===== config.mk =====
export PLATFORM = sky130hd
export DESIGN_NAME = gate_test_mem_responder
export DESIGN_NICKNAME = d
export VERILOG_FILES = /design/src/rtl/gate_test_mem_responder.sv
export SDC_FILE = /design/constraint.sdc
export NUM_CORES = 1
export LEC_CHECK = 0
export ABC_AREA = 1
export ABC_CLOCK_PERIOD_IN_PS = 1600
export CAP_MARGIN = 10
export CORE_ASPECT_RATIO = 0.6
export CORE_MARGIN = 3
export CORE_UTILIZATION = 51
export CTS_BUF_LIST = sky130_fd_sc_hd__clkbuf_8 sky130_fd_sc_hd__clkbuf_16
export DETAILED_ROUTE_END_ITERATION = 10
export MAX_ROUTING_LAYER = met4
export PLACE_DENSITY = 0.72
export SETUP_SLACK_MARGIN = 0.5
export SYNTH_ARGS = -nofsm -noshare
export SYNTH_HDL_FRONTEND = slang
export SYNTH_SLANG_ARGS = --single-unit

===== constraint.sdc =====
create_clock -name clk -period 1.6 [get_ports clk]
set_input_delay 0.32 -clock clk [delete_from_list [all_inputs] [get_ports clk]]
set_output_delay 0.32 -clock clk [all_outputs]
set_load 0.01 [all_outputs]

===== src/rtl/gate_test_mem_responder.sv =====
// gate_test_mem_responder
// Memory-side responder for the gate-test controller. A write command fills an
// inclusive address window of a small byte memory from UART receive bytes; a
// read command streams the same kind of window back out under valid/ready.
//
// Ports:
//   clk, rst          clock, synchronous active-high reset
//   cmd, cmd_valid    command code (00 read, 01 write) and its one-cycle strobe
//   start_addr        first window address (inclusive)
//   end_addr          last window address (inclusive)
//   rx_byte, rx_valid UART receive byte and its one-cycle strobe
//   tx_ready          downstream can accept tx_byte
//   tx_byte, tx_valid read data and its qualifier
//   rx_done, tx_done  one-cycle completion pulses for write / read
//   busy              transfer in progress (through the done-pulse cycle)
//   err               one-cycle pulse on a rejected command
module gate_test_mem_responder #(
    parameter int unsigned DEPTH  = 16,
    parameter int unsigned IDX_W  = $clog2(DEPTH),
    localparam int unsigned ADDR_W = 16,
    localparam int unsigned DATA_W = 8
) (
    input  logic              clk,
    input  logic              rst,
    input  logic [7:0]        cmd,
    input  logic              cmd_valid,
    input  logic [ADDR_W-1:0] start_addr,
    input  logic [ADDR_W-1:0] end_addr,
    input  logic [DATA_W-1:0] rx_byte,
    input  logic              rx_valid,
    input  logic              tx_ready,
    output logic [DATA_W-1:0] tx_byte,
    output logic              tx_valid,
    output logic              rx_done,
    output logic              tx_done,
    output logic              busy,
    output logic              err
);

    localparam logic [7:0] CMD_READ  = 8'h00;
    localparam logic [7:0] CMD_WRITE = 8'h01;

    typedef enum logic [1:0] {
        IDLE       = 2'd0,
        WRITE      = 2'd1,
        RD_FETCH   = 2'd2,
        RD_PRESENT = 2'd3
    } state_t;

    state_t            state;
    logic [IDX_W-1:0]  ptr;
    logic [IDX_W-1:0]  end_idx;
    logic [DATA_W-1:0] mem [DEPTH];

    logic win_ok_c;
    logic cmd_ok_c;
    logic mem_we_c;

    // Window check at full address width so out-of-range upper bits reject.
    assign win_ok_c = (end_addr >= start_addr) && (end_addr <= ADDR_W'(DEPTH - 1));
    assign cmd_ok_c = (cmd == CMD_READ) || (cmd == CMD_WRITE);
    // A reset edge must not commit a byte from the abandoned transfer.
    assign mem_we_c = !rst && (state == WRITE) && rx_valid;

    // Byte storage; intentionally not cleared by reset.
    always_ff @(posedge clk) begin
        if (mem_we_c) begin
            mem[ptr] <= rx_byte;
        end
    end

    // Control FSM with registered outputs.
    always_ff @(posedge clk) begin
        if (rst) begin
            state    <= IDLE;
            ptr      <= '0;
            end_idx  <= '0;
            tx_byte  <= '0;
            tx_valid <= 1'b0;
            rx_done  <= 1'b0;
            tx_done  <= 1'b0;
            busy     <= 1'b0;
            err      <= 1'b0;
        end else begin
            rx_done <= 1'b0;
            tx_done <= 1'b0;
            err     <= 1'b0;
            case (state)
                IDLE: begin
                    // busy drops one cycle after the done pulse.
                    busy <= 1'b0;
                    if (cmd_valid) begin
                        if (cmd_ok_c && win_ok_c) begin
                            ptr     <= start_addr[IDX_W-1:0];
                            end_idx <= end_addr[IDX_W-1:0];
                            busy    <= 1'b1;
                            state   <= (cmd == CMD_WRITE) ? WRITE : RD_FETCH;
                        end else begin
                            err <= 1'b1;
                        end
                    end
                end
                WRITE: begin
                    if (rx_valid) begin
                        if (ptr == end_idx) begin
                            rx_done <= 1'b1;
                            state   <= IDLE;
                        end else begin
                            ptr <= ptr + IDX_W'(1);
                        end
                    end
                end
                RD_FETCH: begin
                    tx_byte  <= mem[ptr];
                    tx_valid <= 1'b1;
                    state    <= RD_PRESENT;
                end
                RD_PRESENT: begin
                    if (tx_valid && tx_ready) begin
                        tx_valid <= 1'b0;
                        if (ptr == end_idx) begin
                            tx_done <= 1'b1;
                            state   <= IDLE;
                        end else begin
                            ptr   <= ptr + IDX_W'(1);
                            state <= RD_FETCH;
                        end
                    end
                end
                default: state <= IDLE;
            endcase
        end
    end

endmodule


==> results.sh, run 1 <==
export IMPL_ys_ff_latch=151
export IMPL_worst_path_largest_cell_delay_ps=460
export IMPL_vdd_ir_drop_max_mv=0.771
export IMPL_hold_path_end="end_idx[0]$_SDFFE_PP0P_"
export IMPL_drive_gt1_share_pct=41.4
export IMPL_cp_max_fo=7
export IMPL_grt_usage_pct=27.5
export IMPL_cts_sinks=151
export IMPL_postCtsHoldBufs=0
export IMPL_drv_slew=0
export IMPL_finalClockSkew_ps=6.73
export IMPL_grt_overflow_total=0
export IMPL_stdcell_area_um2=9680
export IMPL_ys_warnings_count=0
export IMPL_initial_core_util_pct=53.7
export IMPL_hpwl_um=12300
export IMPL_clock_latency_ps=420
export IMPL_min_path_type="in -> reg"
export IMPL_cts_buffers=17
export IMPL_wirelength_um=19500
export IMPL_synth_area_um2=6670
export IMPL_final_cell_mix="edfxtp_1, nor2_1, nand2_1"
export IMPL_nets=830
export IMPL_grt_max_degree=39
export IMPL_status="finished, final reports clean"
export IMPL_cpMaxStageDelayCell="dfxtp_4"
export IMPL_critPathLaunchType="flop"
export IMPL_rsz0062_at_grt="yes"
export IMPL_rows=31
export IMPL_cts_root_buf="clkbuf_16"
export IMPL_synthDistinctLibCells=30
export IMPL_maxSlewHeadroom_pct=61.5
export IMPL_r2r_end="mem[7][6]$_DFFE_PP_"
export IMPL_worstHoldStart="end_addr[0]"
export IMPL_placed_area_um2=8400
export IMPL_power_mw=8.75
export IMPL_cts_clk_slew_worst_paths_ps=60
export IMPL_required_ps=1730
export IMPL_critical_path_class="reg -> reg"
export IMPL_ys_seq_area_share_pct=64.6
export IMPL_grt_first_pass_wirelength_um=29300
export IMPL_first_pass_iters=5
export IMPL_die_area_um2=14500
export IMPL_finalHoldViolCount=0
export IMPL_final_common_cell="edfxtp_1"
export IMPL_n_antenna_cell=0
export IMPL_setup_worst_path_end_class="flop"
export IMPL_cts_tree="built"
export IMPL_core_area_um2=12400
export IMPL_io_pins=66
export IMPL_crit_start="ptr[0]$_SDFFE_PP0P_"
export IMPL_fin_crit_ps=1520
export IMPL_crit_chain="ha_1 > nand2_8 > nor2_4 > buf_4"
export IMPL_die_h_um=94.6
export IMPL_worst_hold_slack_ps=214
export IMPL_die_x_um=154
export IMPL_r2r_cells=4
export IMPL_finalCritPeriodShare_pct=94.8
export IMPL_drt_wirelength_per_cell_um=20.8
export IMPL_port_buffers=65
export IMPL_gp_congestion=0.885
export IMPL_r2r_start="ptr[0]$_SDFFE_PP0P_"
export IMPL_arrival_ps=1640
export IMPL_ctsLongestPathBuffers=2
export IMPL_syn_num_nets=683
export IMPL_p_per_area_nw_per_um2=903
export IMPL_postRouteAntennaNets=0
export IMPL_htreeDepth=4
export IMPL_min_path_cells=4
export IMPL_cap_viol_max_count=0
export IMPL_drc=0
export IMPL_p_leak_nw=3.56
export IMPL_vias=5324
export IMPL_syn_avg_cell_area_um2=10.9
export IMPL_areaGrowthSynthToFinish_pct=45.2
export IMPL_grt_antenna_before_repair=0
export IMPL_worst_slew_pin_slew_ps=575
export IMPL_r2r_slack_ps=80
export IMPL_drt_iter0_drc=476
export IMPL_finalSetupViolations=0
export IMPL_drt_vias_per_instance=5.69
export IMPL_synth_cells=610
export IMPL_grt_pass1_vias=5280
export IMPL_clock_fmax_mhz=659
Yosys cell counts:
master	number	area, um^2
xnor2_1	3	26.3
nor3_1	2	10.0
inv_1	43	161
nor4_2	1	12.5
buf_4	7	52.6
a41oi_1	4	35.0
clkbuf_1	7	26.3
nand2_1	82	308
nand3_1	7	35.0
o21ai_1	1	5.00
buf_6	2	22.5
nand4_1	9	56.3
edfxtp_1	128	3840
o21ai_2	2	17.5
o22ai_1	32	200
nand4_2	1	12.5
nor2_2	4	25.0
a41oi_2	3	48.8
xnor2_2	2	32.5
buf_2	9	45.0
xor2_1	1	8.76
nor2_1	111	417
inv_2	5	18.8
o31ai_1	1	7.51
nand3_4	2	35.0
dfxtp_1	23	460
ha_1	20	250
a21oi_1	20	100
nand2_2	3	18.8
o21ai_0	75	375
sequential cells by signal, indices dropped and copies added (netlist names):
register  cells
busy          1
end_idx       4
err           1
mem         128
ptr           4
rx_done       1
state         2
tx_byte       8
tx_done       1
tx_valid      1
timing repair:
item                                    CTS  global route
pin swaps                                62            41
setup buffers                            14             4
cloned                                    2             1
resized for setup                       268            85
endpoints found under the setup margin  163           164
area by class of cell:
type / instances / area, um^2
Tap cell: 165 / 206
Inverter: 48 / 234
Sequential cell: 151 / 4330
Timing Repair Buffer: 152 / 1570
Fill cell: 734 / 2730
Clock buffer: 17 / 425
Clock inverter: 15 / 166
Multi-Input combinational cell: 387 / 2750
worst max path at each step:
stage	to	cells past startpoint
6_report	mem[7][6]$_DFFE_PP_	4
5_1_grt	ptr[1]$_SDFFE_PP0P_	12
4_1_cts	mem[7][6]$_DFFE_PP_	4
3_5_place_dp	ptr[1]$_SDFFE_PP0P_	17
3_3_place_gp	ptr[1]$_SDFFE_PP0P_	17
2_1_floorplan	ptr[1]$_SDFFE_PP0P_	16
routing by layer:
metal  vias up  wire length, um  global-route usage (%)
met5         -                0                       -
met4         0              214                    7.42
met3        18             1860                    6.36
met2       269             8930                    41.0
met1      2581             8450                    38.5
li1       2456                -                       -
per-stage QoR:
| stage | std cells | worst slack [ps] | setup TNS [ps] | util, % |
|---|---|---|---|---|
| floorplan | 610 | 65.0 | 0 | - |
| global placement | 882 | -654 | -33090 | 67.6 |
| detailed placement | 882 | -725 | -34980 | 67.6 |
| CTS | 930 | 121 | 0 | 75.5 |
| global route | 935 | 46.8 | 0 | 78.0 |
| finish | 935 | 83.0 | 0 | 78.0 |
where the power goes:
group          internal [mW]  switching [mW]  total [mW]  leakage, nW
sequential              4.26        0.000624        4.26         1.34
combinational          0.229           0.234       0.464         1.94
clock                   2.33            1.69        4.03        0.282
critical path, delay by kind of cell (launching register included):
kind	cells	cell delay (ps)
DFF	1	460
and+or+nand+nor	2	270
buffers and inverters	1	170
adders and majority gates	1	330
cells by family after synthesis:
logic type	after synthesis	synth area share (%)
AOI/OAI and AO/OA	138	11.8
and+or+nand+nor	222	13.9
DFF	151	64.6
adders and majority gates	20	3.75
xor gates and xnor gates	6	1.01
buffers and inverters	73	4.90
Power figures use the tool's default switching activity.
==> run 2: changes to the inputs <==
--- a/config.mk
+++ b/config.mk
@@ -14,7 +14,7 @@
 export CTS_BUF_LIST = sky130_fd_sc_hd__clkbuf_8 sky130_fd_sc_hd__clkbuf_16
 export DETAILED_ROUTE_END_ITERATION = 10
 export MAX_ROUTING_LAYER = met4
-export PLACE_DENSITY = 0.72
+export PLACE_DENSITY = 0.76
 export SETUP_SLACK_MARGIN = 0.5
 export SYNTH_ARGS = -nofsm -noshare
 export SYNTH_HDL_FRONTEND = slang
==> run 2 against run 1 <==
Setup slack worse by 31 ps. Sequential power barely moved. Combinational power increased by 6.5%. Highest routed layer unchanged. Sequential cell count stayed put. Final area grew 2.6%. Largest cell class unchanged. Non-clock buffer count is 8 higher. Via count rose by 7.6%. Clock skew increased by 0.66 ps. Power increased by 2.7%. Clock power up 5.2%. Die area stayed put.
==> results.sh, run 2 (same netlist as run 1, synthesis figures left out) <==
export IMPL_required_ps=1950
export IMPL_final_cell_mix="edfxtp_1, nor2_1, nand2_1"
export IMPL_gp_congestion=0.884
export IMPL_worstHoldStart="end_addr[1]"
export IMPL_drc=0
export IMPL_cts_sinks=151
export IMPL_grt_usage_pct=30.0
export IMPL_areaGrowthSynthToFinish_pct=48.9
export IMPL_r2r_cells=11
export IMPL_htreeDepth=4
export IMPL_postLayoutSetupSlackWorst_ps=52.4
export IMPL_arrival_ps=1900
export IMPL_cts_tree="built"
export IMPL_die_h_um=94.6
export IMPL_status="finished, final reports clean"
export IMPL_cts_clk_slew_worst_paths_ps=70
export IMPL_crit_chain="inv_6 > buf_4 > nand2_8 > inv_4 > nor2_2 > o21ai_2 > inv_2 > nand3_4 > nand2_1 > nand2_1 > nor2_1"
export IMPL_port_buffers=65
export IMPL_r2r_slack_ps=50
export IMPL_cp_common_cell="nand2_1"
export IMPL_nets=838
export IMPL_drt_vias_per_instance=6.08
export IMPL_largest_reg_flops=128
export IMPL_cts_buffers=17
export IMPL_p_per_area_nw_per_um2=905
export IMPL_core_area_um2=12400
export IMPL_grt_antenna_before_repair=0
export IMPL_drive_gt1_share_pct=43.4
export IMPL_grt_overflow_total=0
export IMPL_drt_wirelength_per_cell_um=23.5
export IMPL_top_regs="mem x128, tx_byte x8"
export IMPL_min_path_type="in -> reg"
export IMPL_r2r_end="ptr[1]$_SDFFE_PP0P_"
export IMPL_vdd_ir_drop_max_mv=0.794
export IMPL_worst_hold_slack_ps=220
export IMPL_setup_worst_path_end_class="flop"
export IMPL_wirelength_um=22100
export IMPL_pre_cts_slack_ps=-732
export IMPL_die_area_um2=14500
export IMPL_cpMaxStageDelayCell="dfxtp_4"
export IMPL_io_pins=66
export IMPL_critPathLaunchType="flop"
export IMPL_hpwl_um=12300
export IMPL_grt_max_degree=25
export IMPL_worst_slew_pin_slew_ps=320
export IMPL_drv_slew=0
export IMPL_fill_cells=638
export IMPL_worst_path_largest_cell_delay_ps=390
export IMPL_min_path_cells=4
export IMPL_finalHoldViolCount=0
export IMPL_first_pass_iters=5
export IMPL_rsz0062_at_grt="yes"
export IMPL_drt_iter0_drc=697
export IMPL_die_x_um=154
export IMPL_finalSetupViolations=0
export IMPL_p_leak_nw=3.65
export IMPL_clock_latency_ps=430
export IMPL_finalCritPeriodShare_pct=96.7
export IMPL_initial_core_util_pct=53.7
export IMPL_ctsLongestPathBuffers=2
export IMPL_fin_crit_ps=1550
export IMPL_n_antenna_cell=0
export IMPL_final_common_cell="edfxtp_1"
export IMPL_postRouteAntennaNets=0
export IMPL_critical_path_class="reg -> reg"
export IMPL_rows=31
export IMPL_cap_viol_max_count=0
export IMPL_hold_path_end="end_idx[1]$_SDFFE_PP0P_"
export IMPL_clock_fmax_mhz=646
export IMPL_maxSlewHeadroom_pct=78.6
export IMPL_grt_first_pass_wirelength_um=31600
export IMPL_postCtsHoldBufs=0
export IMPL_vias=5731
export IMPL_cp_max_fo=9
export IMPL_grt_pass1_vias=5614
export IMPL_r2r_start="state[0]$_SDFFE_PP0P_"
export IMPL_regMostFlops="mem"
export IMPL_finalClockSkew_ps=7.38
export IMPL_cts_root_buf="clkbuf_16"
==> run 2: changes by cell type in the layout (fill, tap and decap cells not counted), moves of 4 or more <==
cell and delta:
buf_12 +4, buf_4 +4, buf_6 -5, buf_8 +5, nand2_2 +4, nand2_4 -4
o21ai_2 +4
==> run 2: routing by layer <==
layer / vias up / track usage [%] / share of wire, %
met5: - / - / 0
li1: 2472 / - / -
met3: 101 / 6.50 / 11
met4: 0 / 10.2 / 3.6
met1: 2770 / 40.1 / 38
met2: 388 / 46.5 / 48
==> run 2: what timing repair did <==
| item | CTS | global route |
|---|---|---|
| gates cloned | 4 | 1 |
| pin swaps | 82 | 46 |
| buffers inserted | 16 | 6 |
| endpoints found under the setup margin | 163 | 164 |
| gates resized for setup | 279 | 93 |
==> run 2: worst max path at each step <==
stage,from,endpoint,slack (ps),depth (start not counted)
floorplan,start_addr[7],ptr[1]$_SDFFE_PP0P_,70,16
global placement,start_addr[7],ptr[1]$_SDFFE_PP0P_,-630,17
detailed placement,start_addr[7],end_idx[0]$_SDFFE_PP0P_,-730,16
CTS,ptr[1]$_SDFFE_PP0P_,mem[4][1]$_DFFE_PP_,130,6
global route,state[0]$_SDFFE_PP0P_,ptr[1]$_SDFFE_PP0P_,-50,12
finish,state[0]$_SDFFE_PP0P_,ptr[1]$_SDFFE_PP0P_,50,11
==> run 2: worst max-delay path, delay by kind of cell, from the launching register on <==
family	cells	cell delay, ps
and+or+nand+nor	6	620
DFF	1	390
buffers and inverters	4	390
AOI/OAI and AO/OA	1	70
==> run 2: where the power goes <==
part	internal (mW)	total, mW	leakage (nW)	switching, mW
clock network	2.42	4.24	0.303	1.82
registers	4.25	4.25	1.34	0.000235
logic	0.245	0.494	2.01	0.249
==> run 2: final cells by class <==
type	instances	area, um^2	area share (%)
flip-flops and latches	151	4330	43.6
multi-input cells	387	2820	28.4
repair buffers	160	1720	17.3
clock buffers	18	439	4.42
inverters	48	229	2.31
well taps	165	206	2.08
clock inverters	14	181	1.83
==> run 2: metrics by stage <==
step | cells | power [mW] | TNS (ps) | cell area (um^2) | utilization (%)
floorplan | 610 | 4.47 | 0 | 7020 | -
global placement | 884 | 4.72 | -34730 | 8460 | 68.2
detailed placement | 884 | 4.75 | -37140 | 8460 | 68.2
CTS | 936 | 8.87 | 0 | 9530 | 76.8
global route | 943 | 9.21 | -53.9 | 9930 | 80.0
finish | 943 | 8.98 | 0 | 9930 | 80.0
==> run 3: changes to the inputs <==
--- a/config.mk
+++ b/config.mk
@@ -13,6 +13,7 @@
 export CORE_UTILIZATION = 51
 export CTS_BUF_LIST = sky130_fd_sc_hd__clkbuf_8 sky130_fd_sc_hd__clkbuf_16
 export DETAILED_ROUTE_END_ITERATION = 10
+export GPL_TIMING_DRIVEN = 0
 export MAX_ROUTING_LAYER = met4
 export PLACE_DENSITY = 0.76
 export SETUP_SLACK_MARGIN = 0.5
==> run 3 against run 2 <==
The flow now finishes with violations (negative setup slack). Sequential cell count is the same. Routed wire length grew 15%. Sequential share of layout area shrank 0.46 points. Critical endpoint is now ptr[2]$_SDFFE_PP0P_. Largest cell class unchanged. Largest power group unchanged.
==> results.sh, run 3 (same netlist as run 1, synthesis figures left out) <==
export IMPL_r2r_end="ptr[2]$_SDFFE_PP0P_"
export IMPL_dp_cells=840
export IMPL_postRouteAntennaNets=0
export IMPL_min_path_type="in -> reg"
export IMPL_r2r_slack_ps=-130
export IMPL_die_area_um2=14500
export IMPL_largest_reg_flops=128
export IMPL_grt_antenna_before_repair=0
export IMPL_cts_clk_slew_worst_paths_ps=60
export IMPL_wirelength_um=25500
export IMPL_htreeDepth=4
export IMPL_nets=828
export IMPL_initial_core_util_pct=53.7
export IMPL_final_cell_mix="edfxtp_1, nor2_1, nand2_1"
export IMPL_required_ps=1920
export IMPL_seq_area_um2=4330
export IMPL_cts_sinks=151
export IMPL_drt_vias_per_instance=6.50
export IMPL_postCtsHoldBufs=0
export IMPL_areaGrowthSynthToFinish_pct=50.3
export IMPL_grt_pass1_vias=5725
export IMPL_fill_cells=597
export IMPL_core_area_um2=12400
export IMPL_fin_crit_ps=1730
export IMPL_setup_worst_path_end_class="flop"
export IMPL_power_mw=8.65
export IMPL_cts_tree="built"
export IMPL_critPathLaunchType="flop"
export IMPL_cts_root_buf="clkbuf_16"
export IMPL_violations="negative setup slack"
export IMPL_stdcell_area_um2=10000
export IMPL_crit_start="ptr[0]$_SDFFE_PP0P_"
export IMPL_ctsLongestPathBuffers=2
export IMPL_maxSlewHeadroom_pct=49.0
export IMPL_finalClockSkew_ps=8.10
export IMPL_drc=0
export IMPL_drive_gt1_share_pct=44.8
export IMPL_clock_latency_ps=420
export IMPL_grt_max_degree=17
export IMPL_vias=6060
export IMPL_die_h_um=94.6
export IMPL_finalHoldViolCount=0
export IMPL_cp_max_fo=8
export IMPL_worst_slew_pin_slew_ps=765
export IMPL_p_per_area_nw_per_um2=863
export IMPL_pre_cts_slack_ps=-868
export IMPL_setup_tns_ps=-643
export IMPL_finalNonFillerCells=933
export IMPL_io_pins=66
export IMPL_top_regs="mem x128, tx_byte x8"
export IMPL_critical_path_class="reg -> reg"
export IMPL_clock_fmax_mhz=577
export IMPL_rows=31
export IMPL_vdd_ir_drop_max_mv=0.732
export IMPL_first_pass_iters=7
export IMPL_port_buffers=65
export IMPL_drt_iter0_drc=979
export IMPL_finalCritPeriodShare_pct=108
export IMPL_grt_usage_pct=33.2
export IMPL_r2r_start="ptr[0]$_SDFFE_PP0P_"
export IMPL_drv_slew=0
export IMPL_drt_wirelength_per_cell_um=27.4
export IMPL_p_leak_nw=3.66
export IMPL_regMostFlops="mem"
export IMPL_hpwl_um=13400
export IMPL_placed_area_um2=7880
export IMPL_rsz0062_at_grt="yes"
export IMPL_cts_buffers=17
export IMPL_final_common_cell="edfxtp_1"
export IMPL_crit_end="ptr[2]$_SDFFE_PP0P_"
export IMPL_multi_input_area_um2=2990
export IMPL_die_x_um=154
export IMPL_cap_viol_max_count=0
export IMPL_grt_overflow_total=0
export IMPL_status="finished, violations left"
export IMPL_r2r_cells=7
export IMPL_gp_congestion=0.936
export IMPL_finalSetupViolations=30
export IMPL_grt_first_pass_wirelength_um=34200
export IMPL_n_antenna_cell=0
export IMPL_postLayoutSetupSlackWorst_ps=-132
export IMPL_arrival_ps=2050
-- run 3: cell count changes in the layout (fill, tap and decap cells not counted), moves of 6 or more --
cell     previous run  this run
a21oi_1            12         6
a21oi_2             6        13
buf_4              57        30
buf_6              34        44
buf_8               5        11
inv_6               7         1
nor2_1             84        71
nor2_4             21        30
-- run 3: per-layer routing --
metal  track usage [%]  up-vias  routed length (um)
li1                  -     2455                   -
met4              12.2        0                1360
met1              43.2     2878                9330
met3              11.0      158                3590
met5                 -        -                   0
met2              49.3      569               11200
-- run 3: where the power goes --
| part | switching [mW] | leakage (nW) | total, mW | internal (mW) |
|---|---|---|---|---|
| Clock | 1.57 | 0.285 | 3.91 | 2.34 |
| Combinational | 0.268 | 2.03 | 0.485 | 0.217 |
| Sequential | 0.000209 | 1.34 | 4.26 | 4.26 |
-- run 3: how the worst min path moves through the flow --
stage | from | to | slack [ps] | cells past startpoint
floorplan | rst | busy$_SDFFE_PP0N_ | 390 | 1
global placement | busy$_SDFFE_PP0N_ | busy$_SDFFE_PP0N_ | 460 | 2
detailed placement | tx_byte[1]$_SDFFE_PP0P_ | tx_byte[1]$_SDFFE_PP0P_ | 470 | 2
CTS | end_addr[0] | end_idx[0]$_SDFFE_PP0P_ | 190 | 3
global route | end_addr[1] | end_idx[1]$_SDFFE_PP0P_ | 170 | 3
finish | end_addr[1] | end_idx[1]$_SDFFE_PP0P_ | 170 | 3
-- run 3: final cells by class --
cell class | count | share of cell area (%)
Multi-Input combinational cell | 387 | 29.8
Clock buffer | 19 | 4.52
Tap cell | 165 | 2.06
Sequential cell | 151 | 43.2
Inverter | 48 | 2.50
Timing Repair Buffer | 125 | 13.6
Clock inverter | 13 | 1.19
Buffer | 25 | 3.18
-- run 3: through the flow --
step | hold slack (ps) | utilization, %
after detailed placement | 468 | 63.5
after floorplan | 389 | -
after CTS | 191 | 76.2
after global routing | 174 | 80.8
after global placement | 456 | 63.5
final | 170 | 80.8
-- run 3: critical path: stages, from the launching register on --
cell,delay [ps]
dfxtp_4,470
ha_1,340
xnor2_1,210
nor2_1,80
a21oi_1,200
nand4_1,160
nand2_1,120
nor2_1,40
-- run 3: timing repair --
action | 4_1_cts | 5_1_grt
pin swaps | 73 | 68
setup endpoints to repair | 179 | 198
setup buffers | 46 | 12
resized for setup | 328 | 144
gates cloned | 2 | 1
